--- config.mk ---
export PLATFORM = sky130hd
export DESIGN_NAME = animated_bitmap_renderer
export DESIGN_NICKNAME = d
export VERILOG_FILES = /design/src/rtl/animated_bitmap_renderer.sv
export SDC_FILE = /design/constraint.sdc
export NUM_CORES = 1
export LEC_CHECK = 0
export CAP_MARGIN = 5
export CORE_MARGIN = 10
export CORE_UTILIZATION = 25
export DETAILED_ROUTE_END_ITERATION = 7
export PLACE_DENSITY = 0.54
export SKIP_CTS_REPAIR_TIMING = 1
export SLEW_MARGIN = 20
export SYNTH_ARGS = -nofsm -noshare
export SYNTH_HDL_FRONTEND = slang
export SYNTH_SLANG_ARGS = --single-unit
export TNS_END_PERCENT = 1
--- constraint.sdc ---
create_clock -name clk -period 3.6 [get_ports clk]
set_input_delay 0.54 -clock clk [delete_from_list [all_inputs] [get_ports clk]]
set_output_delay 0.54 -clock clk [all_outputs]
set_load 0.005 [all_outputs]
--- src/rtl/animated_bitmap_renderer.sv ---
// Multi-frame sprite bitmap renderer: per-pixel lookup into an animated frame set,
// with frame-synchronous animation stepping, pixel replication, mirroring and hide.
module animated_bitmap_renderer #(
  parameter int          OBJECT_NUMBER_OF_X_BITS = 5,
  parameter int          OBJECT_NUMBER_OF_Y_BITS = 5,
  parameter int          NUM_FRAMES              = 4,
  parameter int          FRAME_HOLD              = 8,
  parameter int          SCALE_SHIFT             = 0,
  parameter int          LOOP_MODE               = 1,
  parameter logic [7:0]  TRANSPARENT_ENCODING    = 8'hFF
) (
  input  logic                                                  clk,
  input  logic                                                  resetN,
  input  logic                                                  startOfFrame,
  input  logic [10:0]                                           pixelX,
  input  logic [10:0]                                           pixelY,
  input  logic                                                  objectExists,
  input  logic                                                  animEnable,
  input  logic                                                  restartAnim,
  input  logic                                                  mirrorX,
  input  logic                                                  hideObject,
  output logic                                                  drawingRequest,
  output logic [7:0]                                            RGBout,
  output logic [((NUM_FRAMES > 1) ? $clog2(NUM_FRAMES) : 1)-1:0] frameIndex,
  output logic                                                  animWrapPulse,
  output logic                                                  animDone
);

  localparam int WIDTH  = 1 << OBJECT_NUMBER_OF_X_BITS;
  localparam int HEIGHT = 1 << OBJECT_NUMBER_OF_Y_BITS;
  localparam int FW     = (NUM_FRAMES > 1) ? $clog2(NUM_FRAMES) : 1;
  localparam int HW     = (FRAME_HOLD > 1) ? $clog2(FRAME_HOLD) : 1;

  typedef enum logic [1:0] {FROZEN, RUN, DONE} anim_state_t;

  anim_state_t   state;
  logic [HW-1:0] holdCnt;
  logic [10:0]   col;
  logic [10:0]   row;
  logic [10:0]   colM;
  logic          inBounds;

  // Sprite ROM: each frame is a distinct colour gradient, so frame, row and column all matter.
  function automatic logic [7:0] rom_pixel(input logic [FW-1:0] f,
                                           input logic [10:0]   r,
                                           input logic [10:0]   c);
    logic [7:0] fv;
    logic [7:0] rv;
    logic [7:0] cv;
    fv = 8'(f);
    rv = r[7:0];
    cv = c[7:0];
    return fv * 8'd37 + rv * 8'd11 + cv * 8'd3;
  endfunction

  always_comb begin
    col      = pixelX >> SCALE_SHIFT;
    row      = pixelY >> SCALE_SHIFT;
    inBounds = (col < 11'(WIDTH)) && (row < 11'(HEIGHT));
    colM     = mirrorX ? (11'(WIDTH - 1) - col) : col;
  end

  always_ff @(posedge clk or negedge resetN) begin
    if (!resetN)
      RGBout <= TRANSPARENT_ENCODING;
    else if (!objectExists || hideObject || !inBounds)
      RGBout <= TRANSPARENT_ENCODING;
    else
      RGBout <= rom_pixel(frameIndex, row, colM);
  end

  assign drawingRequest = (RGBout != TRANSPARENT_ENCODING);

  // animEnable is only looked at on startOfFrame, so the frame can never change mid-scan.
  always_ff @(posedge clk or negedge resetN) begin
    if (!resetN) begin
      state         <= FROZEN;
      frameIndex    <= FW'(0);
      holdCnt       <= HW'(0);
      animWrapPulse <= 1'b0;
      animDone      <= 1'b0;
    end else begin
      animWrapPulse <= 1'b0;
      if (restartAnim) begin
        frameIndex <= FW'(0);
        holdCnt    <= HW'(0);
        animDone   <= 1'b0;
        state      <= animEnable ? RUN : FROZEN;
      end else if (startOfFrame && state != DONE) begin
        if (!animEnable) begin
          state <= FROZEN;
        end else begin
          state <= RUN;
          if (holdCnt == HW'(FRAME_HOLD - 1)) begin
            holdCnt <= HW'(0);
            if (frameIndex != FW'(NUM_FRAMES - 1)) begin
              frameIndex <= frameIndex + FW'(1);
            end else begin
              animWrapPulse <= 1'b1;
              if (LOOP_MODE != 0) begin
                frameIndex <= FW'(0);
              end else begin
                animDone <= 1'b1;
                state    <= DONE;
              end
            end
          end else begin
            holdCnt <= holdCnt + HW'(1);
          end
        end
      end
    end
  end

endmodule

# Yosys cells after proc, flatten, opt, wreduce, memory -nomap -nowiden
# Cells that the tools add are included.
# word_totals
register_bits	16
output_inout_bits	13
elab_cells	49
# op_classes
addsub	5
n_mul	3
magnitude_cmp	2
eq_ne	4
n_mux	19
n_reduce_logical	11
# op_table
cell	n
11-bit by 6-bit less-than comparator with 1-bit output, second input constant	2
8-bit adder	2
8-bit two-way mux	2
2-bit two-way mux	7
3-bit two-way mux	4
2-bit by 6-bit multiplier with 8-bit output, second input constant	1
8-bit by 2-bit multiplier with 8-bit output, second input constant	1
8-bit by 4-bit multiplier with 8-bit output, second input constant	1
8-bit != test, second input constant	1
5-bit by 8-bit subtractor with 8-bit output, first input constant	1
1-bit two-way mux	6
2-bit nonzero test	3
2-bit != test, second input constant	2
3-bit by 1-bit adder with 3-bit output, second input constant	1
3-bit equality test, second input constant	1
3-bit AND reduction	1
2-bit by 1-bit adder with 2-bit output, second input constant	1
1-bit logical AND	2
1-bit zero test	2
1-bit logical OR	2
2-bit AND reduction	1

# Logic depth before layout (Yosys ltp)
# depth
ltp_word	6
mapped_depth	16
depth_no_buf	15

# Least setup slack after synthesis
# No wires, ideal clock.
# synth_timing
kind	input port to flip-flop
from	input port pixelX[5]
to	register RGBout[7]
setup_ps	101
arrival_time_ps	3929
path_slack_ps	-430
stages	15
n_path_buf	0
path_cell_list	inv_1 > ha_1 > mux2i_2 > fa_1 > inv_1 > fa_1 > inv_1 > fa_1 > inv_1 > fa_1 > xnor2_1 > xnor3_1 > xnor3_1 > xnor2_1 > nand2_1
# synth_via
elab_chain_len	5
# synth_lines
element	line_no	rtl
start: declaration	15	input logic [10:0] pixelX,
5-bit by 8-bit subtractor with 8-bit output or 11-bit by 6-bit less-than comparator with 1-bit output (tied branches)	60, 59	
8-bit two-way mux or 1-bit logical AND (tied branches)	60, 59	
8-bit by 2-bit multiplier with 8-bit output or 1-bit zero test (tied branches)	53, 66	
8-bit adder or 1-bit logical OR (tied branches)	53, 66	
8-bit two-way mux (*)	66	else if (!objectExists || hideObject || !inBounds)
end signal: assignment	69	RGBout <= rom_pixel(frameIndex, row, colM);
end: declaration	23	output logic [7:0] RGBout,
# Mark *: on every way between the ends. The rest lies on a longest branch, timed or not.
# A chain may end at the register's enable or synchronous reset.

# Final worst setup path
# layout_timing
from	input port mirrorX
to	register RGBout[7]
# layout_via
elab_chain_len	4
# layout_lines
element	line_no	rtl
start: declaration	20	input logic mirrorX,
8-bit two-way mux	60	colM = mirrorX ? (11'(WIDTH - 1) - col) : col;
8-bit by 2-bit multiplier with 8-bit output	53	return fv * 8'd37 + rv * 8'd11 + cv * 8'd3;
8-bit adder	53	
8-bit two-way mux	66	
# Every way passes these cells.

==> parameters.txt <==
Parameter                              Value

Run
  Number of max-capacitance violations reported    0

CTS
  Clock tree from TritonCTS    built
  Root buf cell    sky130_fd_sc_hd__clkbuf_8
  Number of buffers on the longest clock path    2
  H-tree levels    1
  Number of buffers created by CTS    3
  Number of clock sinks    14
  Clock-pin slew reported for the worst setup and hold paths after clock tree synthesis    ~60 ps
  Clock insertion delay at the later pin of the skew report    around 240 ps

Hold path
  Worst hold path type    reg -> reg
  Sink of the worst hold path    holdCnt[2]
  Hold path startpoint    holdCnt[2]
  Worst hold stages    2

STA
  Worst-margin pin slew    820 ps
  Final hold slack    approximately 540 ps
  Max-slew headroom    44.9%
  Summed negative setup slack over all endpoints    -402 ps
  Worst Clk Skew    about 0.99 ps
  Final max-slew violation count    0
  Highest clock frequency the design can meet    266 MHz
  Final-report hold violation count    0
  Setup-violating endpoint count in the final report    3
  Final setup margin    -165 ps
  Setup repair after global routing missed its margin    true
  Fin crit period    3770 ps
  Final worst path period share    105%

Placement
  Number of I/O port buffers    between 40 and 50
  Total half-perimeter wirelength after legalization and detailed placement    between 3000 and 4000 um
  Placed instance count    between 200 and 300
  Final weighted congestion in routability-driven placement    ~0.75

Run status
  Status    complete, but fails checks
  Violations in the final reports    negative setup slack

Synthesis
  Synthesized area    between 1500 and 2000 um^2
  Top cells by area, synth    sky130_fd_sc_hd__fa_1, sky130_fd_sc_hd__ha_1, sky130_fd_sc_hd__dfstp_2
  Synthesized area per cell    about 10 um^2
  Synthesized flop and latch total    14
  Yosys warnings    0
  Fraction of post-synthesis cell area in the top cell type by area    around 23%
  Dominant cell type by area after synthesis    sky130_fd_sc_hd__fa_1
  Number of nets in the synthesized netlist    238
  Gate count of the mapped netlist    ~160
  Portion of the post-synthesis area used by sequential elements    between 20% and 30%
  Distinct cells, synth    28

Global routing
  First-pass GRT wire length    between 5000 and 6000 um
  Maximum number of pins on one net before global-route repair    15
  Vias in the first global route    1309
  Total Routing Usage GR    under 10%
  Sum of overflow across all layers after global routing    0
  Antenna violations before repair    0

Floorplanning
  Top Ports    43
  Initial core utilization    26.1%
  Die Wd    roughly 100 um
  Total number of placement rows    29
  Area of the die    10400 um^2
  Vertical die dimension    102 um
  Core area    approximately 6400 um^2

Layout
  Layout cells sized above 1    28.5%
  Final-stage net count    between 300 and 400
  Non-filler cells in the finished layout    305
  Filler instances    615
  Number of diodes added for antenna fixing    0
  Signed area change from the synthesized netlist to the final layout    54.4%

Setup path
  Reg-to-reg slack, setup    ~500 ps
  Cell count of the worst reg-to-reg path    11
  Arrival time of the worst setup path    3900 ps
  Maximum fanout encountered on the critical timing path    8
  Required time worst endpoint    3740 ps
  Critical Path End Type    flop
  Kind of start point of the critical path    primary input
  Worst setup path category    in -> reg
  Reg-to-reg critical path endpoint    RGBout[6]
  Source of the worst register-to-register timing path    frameIndex[0]

Power and ir drop
  Reported net switching power    roughly 400 uW
  Comb pwr share    a little under three quarters
  LEAKAGE    1.32 nW
  Part of the power in registers    about 15%
  Clock share of power    between 10 and 15%
  Maximum ir drop on the vdd rail    roughly 0.00022 V
  Cell internal pwr    679 uW
  Areal power density over the cells    ~420 nW/um^2
  Power, Total    approximately 1.1 mW
  Switching Share    37.0%

Route
  Detailed-routing iteration count for the pre-antenna-repair pass    4
  Antenna-violating nets left    0
  DR vias    ~1300
  Number of violations reported at the end of detailed-routing iteration 0    17
  DR vias/cell    4.12
  Total Wirelength    ~3600 um
  Wire length per cell    11.7 um
  Number of DRC violations after detailed routing    0
-- power by group through the flow --
stage,sequential [mW],combinational [mW],clock (mW)
global placement,0.162,0.729,0
detailed placement,0.162,0.728,0
finish,0.160,0.767,0.150
CTS,0.160,0.735,0.156
floorplan,0.162,0.522,0
global route,0.160,0.867,0.164
-- cell usage after synthesis --
cell type and number:
sky130_fd_sc_hd__a21o_1 2, sky130_fd_sc_hd__a21oi_1 7, sky130_fd_sc_hd__buf_4 1, sky130_fd_sc_hd__buf_6 1
sky130_fd_sc_hd__conb_1 1, sky130_fd_sc_hd__dfrtp_1 6, sky130_fd_sc_hd__dfstp_2 8, sky130_fd_sc_hd__fa_1 19
sky130_fd_sc_hd__ha_1 26, sky130_fd_sc_hd__inv_1 40, sky130_fd_sc_hd__mux2i_1 1, sky130_fd_sc_hd__mux2i_2 1
sky130_fd_sc_hd__nand2_1 9, sky130_fd_sc_hd__nand2b_1 4, sky130_fd_sc_hd__nand3_1 3, sky130_fd_sc_hd__nand4_1 2
sky130_fd_sc_hd__nor2_1 3, sky130_fd_sc_hd__nor2b_2 1, sky130_fd_sc_hd__nor3_1 3, sky130_fd_sc_hd__nor3b_1 1
sky130_fd_sc_hd__nor4_2 1, sky130_fd_sc_hd__nor4bb_1 1, sky130_fd_sc_hd__o21ai_0 1, sky130_fd_sc_hd__or2_2 1
sky130_fd_sc_hd__or4_1 1, sky130_fd_sc_hd__xnor2_1 8, sky130_fd_sc_hd__xnor3_1 2, sky130_fd_sc_hd__xor2_1 9
-- per-layer routing --
layer	up-vias	GRT usage, %	share of wire, %
met4	0	1.63	0.53
met5	-	0	0
met1	599	8.05	41
met3	2	2.02	4.4
li1	634	-	-
met2	22	12.8	54
-- critical path, stage by stage --
cell and delay [ps]:
sky130_fd_sc_hd__clkbuf_2 100, sky130_fd_sc_hd__buf_12 150, sky130_fd_sc_hd__buf_6 120, sky130_fd_sc_hd__mux2i_4 190
sky130_fd_sc_hd__fa_1 530, sky130_fd_sc_hd__inv_1 50, sky130_fd_sc_hd__fa_1 470, sky130_fd_sc_hd__inv_1 50
sky130_fd_sc_hd__fa_1 470, sky130_fd_sc_hd__inv_1 50, sky130_fd_sc_hd__fa_2 350, sky130_fd_sc_hd__xnor2_2 170
sky130_fd_sc_hd__xnor3_1 230, sky130_fd_sc_hd__xnor3_1 200, sky130_fd_sc_hd__xnor2_1 160, sky130_fd_sc_hd__nand2_1 70
-- cell families (layout without fill, tap and decap cells) --
| kind of cell | count (synthesis) | after routing | synth area share, % |
|---|---|---|---|
| muxes | 2 | 2 | 1.42 |
| adders and majority gates | 45 | 45 | 42.1 |
| and+or+nand+nor | 30 | 30 | 9.85 |
| DFF | 14 | 14 | 21.5 |
| buffers and inverters | 42 | 107 | 10.1 |
| AOI/OAI and AO/OA | 10 | 10 | 3.28 |
| other | 1 | 1 | 0.224 |
| xor gates and xnor gates | 19 | 19 | 11.6 |
-- state kept, by name (all words and copies together), names as in the netlist --
register / cells
RGBout: 8
animWrapPulse: 1
frameIndex: 2
holdCnt: 3
-- area by class of cell --
class | count | area (um^2) | share of cell area, %
Multi-Input combinational cell | 107 | 1320 | 51.1
Timing Repair Buffer | 63 | 604 | 23.3
Sequential cell | 14 | 360 | 13.9
Inverter | 40 | 150 | 5.80
Tap cell | 77 | 96.3 | 3.72
Clock buffer | 4 | 55.1 | 2.13
-- layout by cell type (no fill, tap or decap), types with 4 or more instances in the layout --
cell,instances
sky130_fd_sc_hd__ha_4,4
sky130_fd_sc_hd__clkbuf_8,4
sky130_fd_sc_hd__fa_1,17
sky130_fd_sc_hd__xor2_1,4
sky130_fd_sc_hd__inv_2,6
sky130_fd_sc_hd__dfstp_2,8
sky130_fd_sc_hd__dlymetal6s2s_1,9
sky130_fd_sc_hd__ha_1,21
sky130_fd_sc_hd__buf_4,20
sky130_fd_sc_hd__clkdlybuf4s50_1,30
sky130_fd_sc_hd__inv_1,34
sky130_fd_sc_hd__xnor2_1,5
sky130_fd_sc_hd__nand2_1,9
sky130_fd_sc_hd__nand2b_1,4
sky130_fd_sc_hd__a21oi_1,4
sky130_fd_sc_hd__dfrtp_1,6
-- through the flow --
stage	worst slack, ps	instance area, um^2	util (%)
4_1_cts	-628	2470	38.4
6_report	-165	2590	40.3
5_1_grt	-279	2590	40.3
2_1_floorplan	-148	1770	-
3_5_place_dp	-865	2410	37.6
3_3_place_gp	-878	2410	37.6
-- worst max-delay path by stage --
| stage | start | endpoint | slack [ps] |
|---|---|---|---|
| finish | mirrorX | RGBout[7] | -170 |
| CTS | mirrorX | RGBout[7] | -630 |
| floorplan | mirrorX | RGBout[6] | -150 |
| global route | mirrorX | RGBout[7] | -280 |
| global placement | mirrorX | RGBout[7] | -880 |
| detailed placement | mirrorX | RGBout[7] | -870 |
Power figures use the tool's default switching activity.
